`src/rtl/key_debounce_bank.sv`:
```
`default_nettype none
// ============================================================================
// Module      : key_debounce_bank
// Description : NUM_KEYS-channel key debouncer with a shared sample tick,
//               press/release/long-press pulses and optional auto-repeat
//               (enabled by defining KEY_AUTO_REPEAT_EN).
// Revision    : 1.0 - initial release
// ============================================================================
module key_debounce_bank #(
    parameter int NUM_KEYS   = 4,
    parameter int CLK_DIV    = 48000,
    parameter int STABLE_CNT = 32,
    parameter int ACTIVE_LOW = 1,
    parameter int LONG_CNT   = 1000,
    parameter int REPEAT_CNT = 100
) (
    input  logic                clk,
    input  logic                rst,
    input  logic [NUM_KEYS-1:0] key,
    output logic [NUM_KEYS-1:0] key_level,
    output logic [NUM_KEYS-1:0] key_press,
    output logic [NUM_KEYS-1:0] key_release,
    output logic [NUM_KEYS-1:0] key_long,
    output logic [NUM_KEYS-1:0] key_repeat
);

    localparam int   c_DIV_W  = $clog2(CLK_DIV);
    localparam int   c_STAB_W = $clog2(STABLE_CNT);
    localparam int   c_HOLD_W = $clog2(LONG_CNT + 1);
    localparam logic c_AL_BIT = (ACTIVE_LOW != 0);

    typedef enum logic [1:0] {
        ST_IDLE = 2'd0,
        ST_HELD = 2'd1,
        ST_LONG = 2'd2
    } hold_state_t;

    logic [c_DIV_W-1:0] r_div;
    logic               w_tick;

    assign w_tick = (r_div == c_DIV_W'(CLK_DIV - 1));

    always_ff @(posedge clk) begin
        if (rst || w_tick) r_div <= '0;
        else               r_div <= r_div + c_DIV_W'(1);
    end

    for (genvar g = 0; g < NUM_KEYS; g++) begin : g_key
        logic [1:0]          r_sync;
        logic                w_sample;
        logic                w_flip;
        logic                w_rise;
        logic                w_fall;
        logic [c_STAB_W-1:0] r_stab;
        logic                r_level;
        logic                r_press;
        logic                r_release;
        hold_state_t         r_state;
        hold_state_t         w_state_nxt;
        logic [c_HOLD_W-1:0] r_hold;
        logic [c_HOLD_W-1:0] w_hold_nxt;
        logic                r_long;
        logic                w_long_nxt;

        // Synchroniser parks at the released pin level so reset never looks like a press.
        always_ff @(posedge clk) begin
            if (rst) r_sync <= {2{c_AL_BIT}};
            else     r_sync <= {r_sync[0], key[g]};
        end

        assign w_sample = r_sync[1] ^ c_AL_BIT;
        assign w_flip   = w_tick && (w_sample != r_level)
                          && (r_stab == c_STAB_W'(STABLE_CNT - 1));
        assign w_rise   = w_flip && !r_level;
        assign w_fall   = w_flip &&  r_level;

        always_ff @(posedge clk) begin
            if (rst) begin
                r_level   <= 1'b0;
                r_stab    <= '0;
                r_press   <= 1'b0;
                r_release <= 1'b0;
            end else begin
                r_press   <= w_rise;
                r_release <= w_fall;
                if (w_tick) begin
                    if ((w_sample == r_level) || w_flip) r_stab <= '0;
                    else                                 r_stab <= r_stab + c_STAB_W'(1);
                    if (w_flip) r_level <= ~r_level;
                end
            end
        end

        always_comb begin
            w_state_nxt = r_state;
            w_hold_nxt  = r_hold;
            w_long_nxt  = 1'b0;
            case (r_state)
                ST_IDLE: begin
                    if (w_rise) begin
                        w_state_nxt = ST_HELD;
                        w_hold_nxt  = '0;
                    end
                end
                ST_HELD: begin
                    if (w_fall) begin
                        w_state_nxt = ST_IDLE;
                        w_hold_nxt  = '0;
                    end else if (w_tick) begin
                        if (r_hold == c_HOLD_W'(LONG_CNT - 1)) begin
                            w_hold_nxt  = c_HOLD_W'(LONG_CNT);
                            w_long_nxt  = 1'b1;
                            w_state_nxt = ST_LONG;
                        end else begin
                            w_hold_nxt = r_hold + c_HOLD_W'(1);
                        end
                    end
                end
                ST_LONG: begin
                    if (w_fall) begin
                        w_state_nxt = ST_IDLE;
                        w_hold_nxt  = '0;
                    end
                end
                default: begin
                    w_state_nxt = ST_IDLE;
                    w_hold_nxt  = '0;
                end
            endcase
        end

        always_ff @(posedge clk) begin
            if (rst) begin
                r_state <= ST_IDLE;
                r_hold  <= '0;
                r_long  <= 1'b0;
            end else begin
                r_state <= w_state_nxt;
                r_hold  <= w_hold_nxt;
                r_long  <= w_long_nxt;
            end
        end

`ifdef KEY_AUTO_REPEAT_EN
        localparam int c_RPT_W = (REPEAT_CNT > 1) ? $clog2(REPEAT_CNT) : 1;
        logic [c_RPT_W-1:0] r_rpt;
        logic               r_repeat;
        logic               w_rpt_step;
        logic               w_rpt_wrap;

        // rpt is held at zero outside LONG, so entering LONG always starts a fresh period.
        assign w_rpt_step = (r_state == ST_LONG) && w_tick && !w_fall;
        assign w_rpt_wrap = w_rpt_step && (r_rpt == c_RPT_W'(REPEAT_CNT - 1));

        always_ff @(posedge clk) begin
            if (rst) begin
                r_rpt    <= '0;
                r_repeat <= 1'b0;
            end else begin
                r_repeat <= w_rpt_wrap;
                if ((r_state != ST_LONG) || w_fall || w_rpt_wrap) r_rpt <= '0;
                else if (w_rpt_step)                              r_rpt <= r_rpt + c_RPT_W'(1);
            end
        end

        assign key_repeat[g] = r_repeat;
`else
        assign key_repeat[g] = 1'b0;
`endif

        assign key_level[g]   = r_level;
        assign key_press[g]   = r_press;
        assign key_release[g] = r_release;
        assign key_long[g]    = r_long;
    end

endmodule
`default_nettype wire

```
`config.mk`:
```
export PLATFORM = sky130hd
export DESIGN_NAME = key_debounce_bank
export DESIGN_NICKNAME = d
export VERILOG_FILES = /design/src/rtl/key_debounce_bank.sv
export SDC_FILE = /design/constraint.sdc
export NUM_CORES = 1
export LEC_CHECK = 0
export CORE_MARGIN = 8
export CORE_UTILIZATION = 50
export DETAILED_ROUTE_END_ITERATION = 6
export PLACE_DENSITY = 0.73
export SYNTH_ARGS = -nofsm -noshare
export SYNTH_HDL_FRONTEND = slang
export SYNTH_SLANG_ARGS = --single-unit
```
`constraint.sdc`:
```
create_clock -name clk -period 3 [get_ports clk]
set_input_delay 0.6 -clock clk [delete_from_list [all_inputs] [get_ports clk]]
set_output_delay 0.6 -clock clk [all_outputs]
set_load 0.05 [all_outputs]
```
==> impl_metrics.py, run 1 <==
metrics = {
    "layout": {
        "drive_gt1_share_pct": 7.86,
        "num-nets-final": 663,
        "diodes": 0,
        "syn_to_final_growth_pct": 8.21,
        "final_common_cell": "dfxtp_1",
        "regArea_um2": 2160,
        "multi_input_area_um2": 2920,
        "most-common-layout-cells": "dfxtp_1 (108), nand2_1 (62), a21oi_1 (58)",
        "num-fill-cells": 990,
    },
    "placed_design": {
        "port_buffers": 21,
        "dp_hpwl_um": 8100,
        "gp_congestion": 0.809,
        "place_ws_ns": 0.360,
    },
    "setup_path": {
        "cp_max_fo": 9,
        "r2r-start": "g_key[0].r_stab[0]$_SDFFE_PP0P_",
        "path_class": "reg2reg",
        "required_ns": 3.32,
        "critPathArrivalTime_ns": 2.96,
        "crit_path_start_kind": "flip-flop",
        "startpoint": "g_key[0].r_stab[0]$_SDFFE_PP0P_",
        "r2r_setup_slack_ns": 0.36,
        "endpoint_kind": "flip-flop",
    },
    "detailed_routing": {
        "first_iter_violations": 483,
        "wl_per_cell_um": 15.2,
        "topRoutingLayerUsed": "met4",
        "antenna_left": 0,
        "firstDrtPassIters": 5,
        "wl_um": 12000,
        "wl_met3_um": 624,
        "drc": 0,
        "wl_met1_um": 5430,
        "vias": 4788,
        "met2WireLength_um": 5680,
        "vias_per_cell": 6.07,
    },
    "sta": {
        "setup_ws_ns": 0.358,
        "fmax_mhz": 378,
        "finalMaxSlewViolations": 0,
        "fin_tns_setup_ns": 0,
        "setup_viol_count_final": 0,
        "max-slew-margin-rel_pct": 35.8,
        "period_share_pct": 88.1,
        "final.setup_skew_ns": 0.00878,
        "finalHoldViolCount": 0,
        "rsz0062_at_grt": "no",
        "tightestPinTransition_ns": 0.955,
        "layout_min_cycle_time_ns": 2.64,
    },
    "synth": {
        "synth.avg_cell_area_um2": 8.29,
        "synth_flop_cell": "dfxtp_1",
        "seq_area_frac_synth_pct": 40.3,
        "synth_edf_count": 0,
        "yosys.area.top_type_share_pct": 40.3,
        "ys_top_cells_by_area": "dfxtp_1 (40%), a21oi_1 (5.4%), nand2_1 (4.3%)",
        "syn_area_um2": 5370,
        "async_reset_ff_share_pct": 0,
        "yosysWarningCount": 0,
        "synthCells": 647,
        "ys_seq_elements": 108,
        "yosysUniqueCellTypes": 64,
        "synth_top_cell_by_area": "dfxtp_1",
    },
    "die": {
        "io_pins": 26,
        "coreArea_um2": 10700,
        "initial_core_util_pct": 50.4,
        "fp.dieH_um": 120,
        "rows": 38,
        "die-area_um2": 14300,
        "die_x_um": 120,
    },
    "grt": {
        "antenna_found_initial": 0,
        "grt_pass1_vias": 4522,
        "grt_max_degree": 58,
        "grt_pass1_wl_um": 20700,
        "grt.overflow.total": 0,
        "track_usage_pct": 17.2,
    },
    "job": {
        "max_cap_violations": 0,
    },
    "power": {
        "total_power_mw": 2.55,
        "p_leak_nw": 1.93,
        "ir_drop_mv": 0.458,
        "p_per_area_nw_per_um2": 439,
    },
    "clock_network": {
        "cts_buffers": 9,
        "clk_pin_slew_worst_paths_ns": 0.10,
        "ctsHoldBuffers": 0,
        "insertion_delay_ns": 0.39,
        "cts.sinks": 108,
        "clockRootBuffer": "clkbuf_8",
        "cts-htree-levels": 3,
        "cts_tree": "yes",
        "cts_buffer_depth": 2,
        "post-cts-setup-buffers": 0,
        "ctsResizeCount": 0,
    },
    "worst_hold_path": {
        "min-delay-start": "g_key[1].r_sync[0]$_SDFF_PP1_",
        "hold_path_class": "reg2reg",
    },
    "run_status": {
        "status": "finished clean",
    },
}
## per-stage QoR
stage | area, um^2 | hold WS, ns | util (%) | cells
final | 5810 | 0.419 | 54.5 | 789
after global routing | 5810 | 0.450 | 54.5 | 789
after CTS | 5810 | 0.421 | 54.5 | 789
after detailed placement | 5570 | 0.395 | 52.3 | 773
after global placement | 5570 | 0.392 | 52.3 | 773
after floorplan | 5380 | 0.389 | - | 650
## registers in the layout, summed over array words and instances (netlist names)
signal,count
g_key.r_sync,8
g_key.r_state,8
g_key.r_press,4
g_key.r_release,4
g_key.r_long,4
r_div,16
g_key.r_level,4
g_key.r_hold,40
g_key.r_stab,20
## critical path: stages, from the launching register on
cell	delay (ns)
dfxtp_1	0.39
ha_1	0.19
and3_1	0.17
ha_1	0.25
or3b_2	0.51
nor2b_1	0.16
o21ba_1	0.27
or4_1	0.49
a21oi_1	0.14
## power by group
group	leakage, nW	internal (mW)	switching (mW)	total [mW]
registers	0.872	1.44	0.00856	1.45
clock network	0.112	0.517	0.501	1.02
logic	0.951	0.0231	0.0556	0.0787
total	1.93	1.98	0.566	2.55
## logic make-up after synthesis
logic type,after synthesis,share of synthesized area [%]
and+or+nand+nor,288,28.6
AOI/OAI and AO/OA,161,19.3
DFF,108,40.3
buffers and inverters,58,5.69
xor gates and xnor gates,14,2.29
adders and majority gates,13,3.03
muxes,4,0.746
other,1,0.0699
## routing by layer
layer / vias to the layer above / GRT usage [%]
met5: - / 0
met4: 0 / 7.18
met3: 22 / 5.17
met2: 136 / 27.7
met1: 2282 / 20.9
li1: 2348 / -
## synthesized netlist by cell type (8+ instances only)
cell and n:
nor2_1 52, clkbuf_1 22, nand2b_1 11, a21oi_1 58
nor3_1 23, nand3_1 40, nand4b_1 8, inv_1 9
ha_1 13, xor2_1 8, a311oi_1 15, nand4_1 9
buf_4 20, nand2_1 62, and3_1 22, o21ai_0 28
or2_2 13, or4_1 9, dfxtp_1 108
## path summary, 6_finish.rpt
check	to	cells past startpoint
worst max-delay path	g_key[0].r_hold[4]$_SDFFE_PP0P_	8
worst min-delay path	g_key[1].r_sync[1]$_SDFF_PP1_	1
worst max register to register	g_key[0].r_hold[4]$_SDFFE_PP0P_	8
worst min register to register	g_key[1].r_sync[1]$_SDFF_PP1_	1
## layout make-up
cell class                 count  area share (%)
multi-input combinational    484            50.2
clock buffer                  11            2.61
timing repair buffer          31            4.83
tap                          140            3.02
clock inverter                 5            1.44
sequential                   108            37.2
inverter                      10           0.647
(Power assumes the default switching activity.)
==> run 2, diff against run 1 <==
--- a/config.mk
+++ b/config.mk
@@ -5,6 +5,7 @@
 export SDC_FILE = /design/constraint.sdc
 export NUM_CORES = 1
 export LEC_CHECK = 0
+export CORE_ASPECT_RATIO = 1.5
 export CORE_MARGIN = 8
 export CORE_UTILIZATION = 50
 export DETAILED_ROUTE_END_ITERATION = 6
==> run 2 against run 1 <==
Register-to-register slack barely moved. Via count fell by 3.3%. Critical path depth did not move. Final cell count rose by 0.38%. Global-route usage fell by 0.39 points. Flip-flop and latch count did not move. Sequential power barely moved. Clock skew fell by 0.0049 ns. Combinational power rose by 2%. First-iteration DRC count fell by 55%. Fmax barely moved.
==> impl_metrics.py, run 2 (synthesized netlist as in run 1, its figures left out) <==
metrics = {
    "sta": {
        "tightestPinTransition_ns": 0.814,
        "finalMaxSlewViolations": 0,
        "finalHoldViolCount": 0,
        "rsz0062_at_grt": "no",
        "layout_min_cycle_time_ns": 2.64,
        "fmax_mhz": 379,
        "period_share_pct": 88.1,
        "fin_tns_setup_ns": 0,
        "max-slew-margin-rel_pct": 45.3,
        "setup_viol_count_final": 0,
        "final.setup_skew_ns": 0.00385,
    },
    "worst_hold_path": {
        "min-delay-start": "g_key[2].r_sync[0]$_SDFF_PP1_",
        "hold_end": "g_key[2].r_sync[1]$_SDFF_PP1_",
        "hold_depth": 1,
        "hold_path_class": "reg2reg",
    },
    "power": {
        "swShare_pct": 21.2,
        "total_power_mw": 2.70,
        "p_per_area_nw_per_um2": 461,
        "p_leak_nw": 1.97,
        "p_int_mw": 2.13,
        "power_frac_comb_pct": 3.0,
        "p_sw_uw": 574,
        "ir_drop_mv": 0.278,
        "power_frac_clock_pct": 43.3,
        "pwr-share-seq_pct": 53.7,
    },
    "placed_design": {
        "gp_congestion": 0.837,
        "dp_hpwl_um": 8040,
        "port_buffers": 21,
    },
    "layout": {
        "num-fill-cells": 979,
        "most-common-layout-cells": "dfxtp_1 (108), nand2_1 (62), a21oi_1 (58)",
        "syn_to_final_growth_pct": 9.35,
        "final_common_cell": "dfxtp_1",
        "regArea_um2": 2160,
        "num-nets-final": 663,
        "diodes": 0,
        "largest-register": "g_key.r_hold",
        "largest_reg_flops": 40,
        "drive_gt1_share_pct": 7.72,
        "top_regs": "g_key.r_hold (40), g_key.r_stab (20), r_div (16)",
        "multi_input_area_um2": 2920,
    },
    "setup_path": {
        "cp_common_cell": "ha_1",
        "cpPeakStageDelay_ns": 0.51,
        "slowest_stage": "or4_1",
        "crit_chain": "ha_1 -> and3_1 -> ha_1 -> or3b_2 -> nor2b_1 -> o21ba_1 -> or4_1 -> a21oi_1",
        "r2r_end": "g_key[0].r_hold[4]$_SDFFE_PP0P_",
        "crit_path_start_kind": "flip-flop",
        "required_ns": 3.28,
        "r2r_setup_slack_ns": 0.36,
        "crit_buf_inv": 0,
        "path_class": "reg2reg",
        "cp_max_fo": 9,
        "r2r-start": "g_key[0].r_stab[0]$_SDFFE_PP0P_",
        "r2r_cells": 8,
        "crit_family": "simple AND/OR/NAND/NOR gates",
        "endpoint_kind": "flip-flop",
        "critPathArrivalTime_ns": 2.92,
    },
    "clock_network": {
        "post-cts-setup-buffers": 0,
        "cts_tree": "yes",
        "cts-htree-levels": 3,
        "cts_buffer_depth": 2,
        "insertion_delay_ns": 0.34,
        "clk_pin_slew_worst_paths_ns": 0.07,
        "clockRootBuffer": "clkbuf_16",
        "ctsHoldBuffers": 0,
        "cts.sinks": 108,
        "ctsResizeCount": 0,
        "cts_buffers": 9,
    },
    "run_status": {
        "status": "finished clean",
    },
    "die": {
        "die-area_um2": 14400,
        "initial_core_util_pct": 50.9,
        "io_pins": 26,
        "rows": 46,
        "die_x_um": 101,
        "coreArea_um2": 10500,
        "fp.dieH_um": 143,
    },
    "detailed_routing": {
        "first_iter_violations": 219,
        "drc": 0,
        "firstDrtPassIters": 5,
        "vias_per_cell": 5.85,
        "wl_um": 11600,
        "vias": 4630,
        "antenna_left": 0,
        "wl_per_cell_um": 14.6,
    },
    "grt": {
        "grt_pass1_wl_um": 20000,
        "grt.overflow.total": 0,
        "track_usage_pct": 16.8,
        "grt_max_degree": 46,
        "grt_pass1_vias": 4487,
        "antenna_found_initial": 0,
    },
    "job": {
        "max_cap_violations": 0,
    },
}
-- run 2: power by group through the flow --
stage | logic [mW] | registers, mW | clock network [mW]
4_1_cts | 0.0806 | 1.45 | 1.19
6_report | 0.0799 | 1.45 | 1.17
3_3_place_gp | 0.0783 | 1.48 | 0
3_5_place_dp | 0.0800 | 1.48 | 0
5_1_grt | 0.0888 | 1.45 | 1.26
2_1_floorplan | 0.0629 | 1.48 | 0
-- run 2: worst max-delay path by stage --
stage,cells past startpoint,from,slack [ns],end
2_1_floorplan,9,g_key[0].r_stab[0]$_SDFFE_PP0P_,0.52,g_key[0].r_hold[4]$_SDFFE_PP0P_
4_1_cts,6,r_div[0]$_SDFF_PP0_,0.37,g_key[0].r_hold[4]$_SDFFE_PP0P_
3_3_place_gp,8,g_key[0].r_stab[0]$_SDFFE_PP0P_,0.45,g_key[0].r_hold[4]$_SDFFE_PP0P_
6_report,8,g_key[0].r_stab[0]$_SDFFE_PP0P_,0.36,g_key[0].r_hold[4]$_SDFFE_PP0P_
5_1_grt,6,r_div[0]$_SDFF_PP0_,0.19,g_key[3].r_state[0]$_SDFFE_PP0P_
3_5_place_dp,6,r_div[0]$_SDFF_PP0_,0.38,g_key[0].r_hold[4]$_SDFFE_PP0P_
-- run 2: layer usage --
layer	part of all wire, %	GRT usage, %	vias up
li1	-	-	2351
met1	44	19.3	2193
met2	51	29.1	71
met3	3.1	3.02	15
met4	1.9	7.76	0
met5	0	0	-
-- run 2: worst register-to-register path, stage by stage, from the launching register on --
cell and delay (ns):
dfxtp_1 0.38, ha_1 0.20, and3_1 0.16, ha_1 0.25, or3b_2 0.50, nor2b_1 0.17, o21ba_1 0.26, or4_1 0.51
a21oi_1 0.14
-- run 2: final cells by class --
class	count	area share [%]
Timing Repair Buffer	31	4.78
Multi-Input combinational cell	484	49.7
Clock buffer	10	4.07
Inverter	10	0.640
Clock inverter	5	0.896
Sequential cell	108	36.9
Tap cell	144	3.07
-- run 2: stage by stage --
stage	area (um^2)	utilization, %	setup slack (ns)	hold WS (ns)	instances
after floorplan	5380	-	0.521	0.389	650
after global placement	5580	52.9	0.451	0.391	777
after detailed placement	5580	52.9	0.376	0.398	777
after CTS	5870	55.7	0.369	0.414	792
after global routing	5870	55.7	0.191	0.435	792
final	5870	55.7	0.358	0.413	792
==> run 3, diff against run 2 <==
--- a/config.mk
+++ b/config.mk
@@ -5,11 +5,13 @@
 export SDC_FILE = /design/constraint.sdc
 export NUM_CORES = 1
 export LEC_CHECK = 0
-export CORE_ASPECT_RATIO = 1.5
+export CORE_ASPECT_RATIO = 1.2
 export CORE_MARGIN = 8
 export CORE_UTILIZATION = 50
 export DETAILED_ROUTE_END_ITERATION = 6
 export PLACE_DENSITY = 0.73
+export SLEW_MARGIN = 20
 export SYNTH_ARGS = -nofsm -noshare
 export SYNTH_HDL_FRONTEND = slang
 export SYNTH_SLANG_ARGS = --single-unit
+export TNS_END_PERCENT = 50
==> run 3 against run 2 <==
Combinational power down 2%. Critical path type unchanged. Largest cell class unchanged. Register-to-register slack barely moved. Global-route usage is 1.4 points lower. Highest routed layer unchanged.
==> impl_metrics.py, run 3 (synthesized netlist as in run 1, its figures left out) <==
metrics = {
    "clock_network": {
        "cts_tree": "yes",
        "post-cts-setup-buffers": 0,
        "clockRootBuffer": "clkbuf_16",
        "insertion_delay_ns": 0.34,
        "cts-htree-levels": 3,
        "ctsResizeCount": 0,
        "ctsHoldBuffers": 0,
        "cts.sinks": 108,
        "cts_buffer_depth": 2,
        "clk_pin_slew_worst_paths_ns": 0.07,
        "cts_buffers": 9,
    },
    "sta": {
        "rsz0062_at_grt": "no",
        "tightestPinTransition_ns": 0.865,
        "fin_tns_setup_ns": 0,
        "max-slew-margin-rel_pct": 41.8,
        "finalHoldViolCount": 0,
        "final.setup_skew_ns": 0.00611,
        "period_share_pct": 88.3,
        "finalMaxSlewViolations": 0,
        "setup_viol_count_final": 0,
        "fmax_mhz": 378,
        "layout_min_cycle_time_ns": 2.65,
    },
    "die": {
        "coreArea_um2": 10500,
        "fp.dieH_um": 129,
        "die_x_um": 111,
        "die-area_um2": 14300,
        "rows": 41,
        "io_pins": 26,
        "initial_core_util_pct": 51.3,
    },
    "detailed_routing": {
        "drc": 0,
        "vias": 4694,
        "antenna_left": 0,
        "firstDrtPassIters": 5,
        "wl_um": 11300,
        "wl_per_cell_um": 14.5,
        "vias_per_cell": 6.03,
        "first_iter_violations": 331,
    },
    "setup_path": {
        "endpoint_kind": "flip-flop",
        "cpPeakStageDelay_ns": 0.51,
        "critPathArrivalTime_ns": 2.92,
        "crit_chain": "ha_1 -> and3_1 -> ha_1 -> or3b_2 -> nor2b_1 -> o21ba_1 -> or4_1 -> a21oi_1",
        "cp_common_cell": "ha_1",
        "slowest_stage": "or3b_2",
        "cp_max_fo": 9,
        "path_class": "reg2reg",
        "required_ns": 3.27,
        "crit_path_start_kind": "flip-flop",
    },
    "layout": {
        "largest_reg_flops": 40,
        "most-common-layout-cells": "dfxtp_1 (108), nand2_1 (62), a21oi_1 (58)",
        "top_regs": "g_key.r_hold (40), g_key.r_stab (20), r_div (16)",
        "final_common_cell": "dfxtp_1",
        "final_area_um2": 5840,
        "num-nets-final": 664,
        "diodes": 0,
        "syn_to_final_growth_pct": 8.93,
        "largest-register": "g_key.r_hold",
        "drive_gt1_share_pct": 7.69,
    },
    "power": {
        "p_per_area_nw_per_um2": 455,
        "ir_drop_mv": 0.384,
        "p_leak_nw": 1.96,
    },
    "placed_design": {
        "placed_area_um2": 5560,
        "dp_hpwl_um": 7800,
        "gp_congestion": 0.830,
        "port_buffers": 21,
    },
    "grt": {
        "grt_pass1_vias": 4295,
        "antenna_found_initial": 0,
        "grt_max_degree": 66,
        "track_usage_pct": 15.3,
        "grt_pass1_wl_um": 19000,
        "grt.overflow.total": 0,
    },
    "worst_hold_path": {
        "hold_path_class": "reg2reg",
    },
    "run_status": {
        "status": "finished clean",
    },
    "job": {
        "max_cap_violations": 0,
    },
}
## run 3: final timing paths
path / from / end / slack, ns / cells after the start
max reg2reg: g_key[0].r_stab[0]$_SDFFE_PP0P_ / g_key[0].r_hold[4]$_SDFFE_PP0P_ / 0.35 / 8
min: g_key[2].r_sync[0]$_SDFF_PP1_ / g_key[2].r_sync[1]$_SDFF_PP1_ / 0.41 / 1
min reg2reg: g_key[2].r_sync[0]$_SDFF_PP1_ / g_key[2].r_sync[1]$_SDFF_PP1_ / 0.41 / 1
max: g_key[0].r_stab[0]$_SDFFE_PP0P_ / g_key[0].r_hold[4]$_SDFFE_PP0P_ / 0.35 / 8
## run 3: final cells by class
| cell class | instances | area, um^2 |
|---|---|---|
| Inverter | 10 | 37.5 |
| Sequential cell | 108 | 2160 |
| Multi-Input combinational cell | 484 | 2920 |
| Tap cell | 129 | 161 |
| Fill cell | 965 | 4620 |
| Clock inverter | 4 | 33.8 |
| Timing Repair Buffer | 32 | 288 |
| Clock buffer | 12 | 246 |
## run 3: where the power goes
part	total (mW)	leakage (nW)	switching (mW)	internal (mW)
registers	1.45	0.872	0.00867	1.44
logic	0.0786	0.957	0.0545	0.0241
clock network	1.13	0.127	0.536	0.593
## run 3: worst max-delay path: cells and delay by family (launching register included)
family                     cells  cell delay [ns]
adders and majority gates      2             0.45
and+or+nand+nor                4             1.35
AOI/OAI and AO/OA              2             0.42
DFF                            1             0.38
## run 3: stage by stage
| stage | cells | power [mW] | utilization, % | setup WS, ns | hold WS, ns |
|---|---|---|---|---|---|
| 3_5_place_dp | 763 | 1.56 | 53.2 | 0.381 | 0.393 |
| 4_1_cts | 779 | 2.68 | 55.8 | 0.354 | 0.410 |
| 5_1_grt | 779 | 2.74 | 55.8 | 0.219 | 0.422 |
| 6_report | 779 | 2.66 | 55.8 | 0.352 | 0.409 |
| 3_3_place_gp | 763 | 1.56 | 53.2 | 0.444 | 0.395 |
| 2_1_floorplan | 650 | 1.54 | - | 0.521 | 0.389 |
## run 3: metal layers
metal	GRT usage [%]	up-vias	share of wire [%]
li1	-	2355	-
met1	17.9	2220	47
met3	3.01	21	3.9
met4	5.81	0	2.0
met2	27.2	98	47
met5	0	-	0
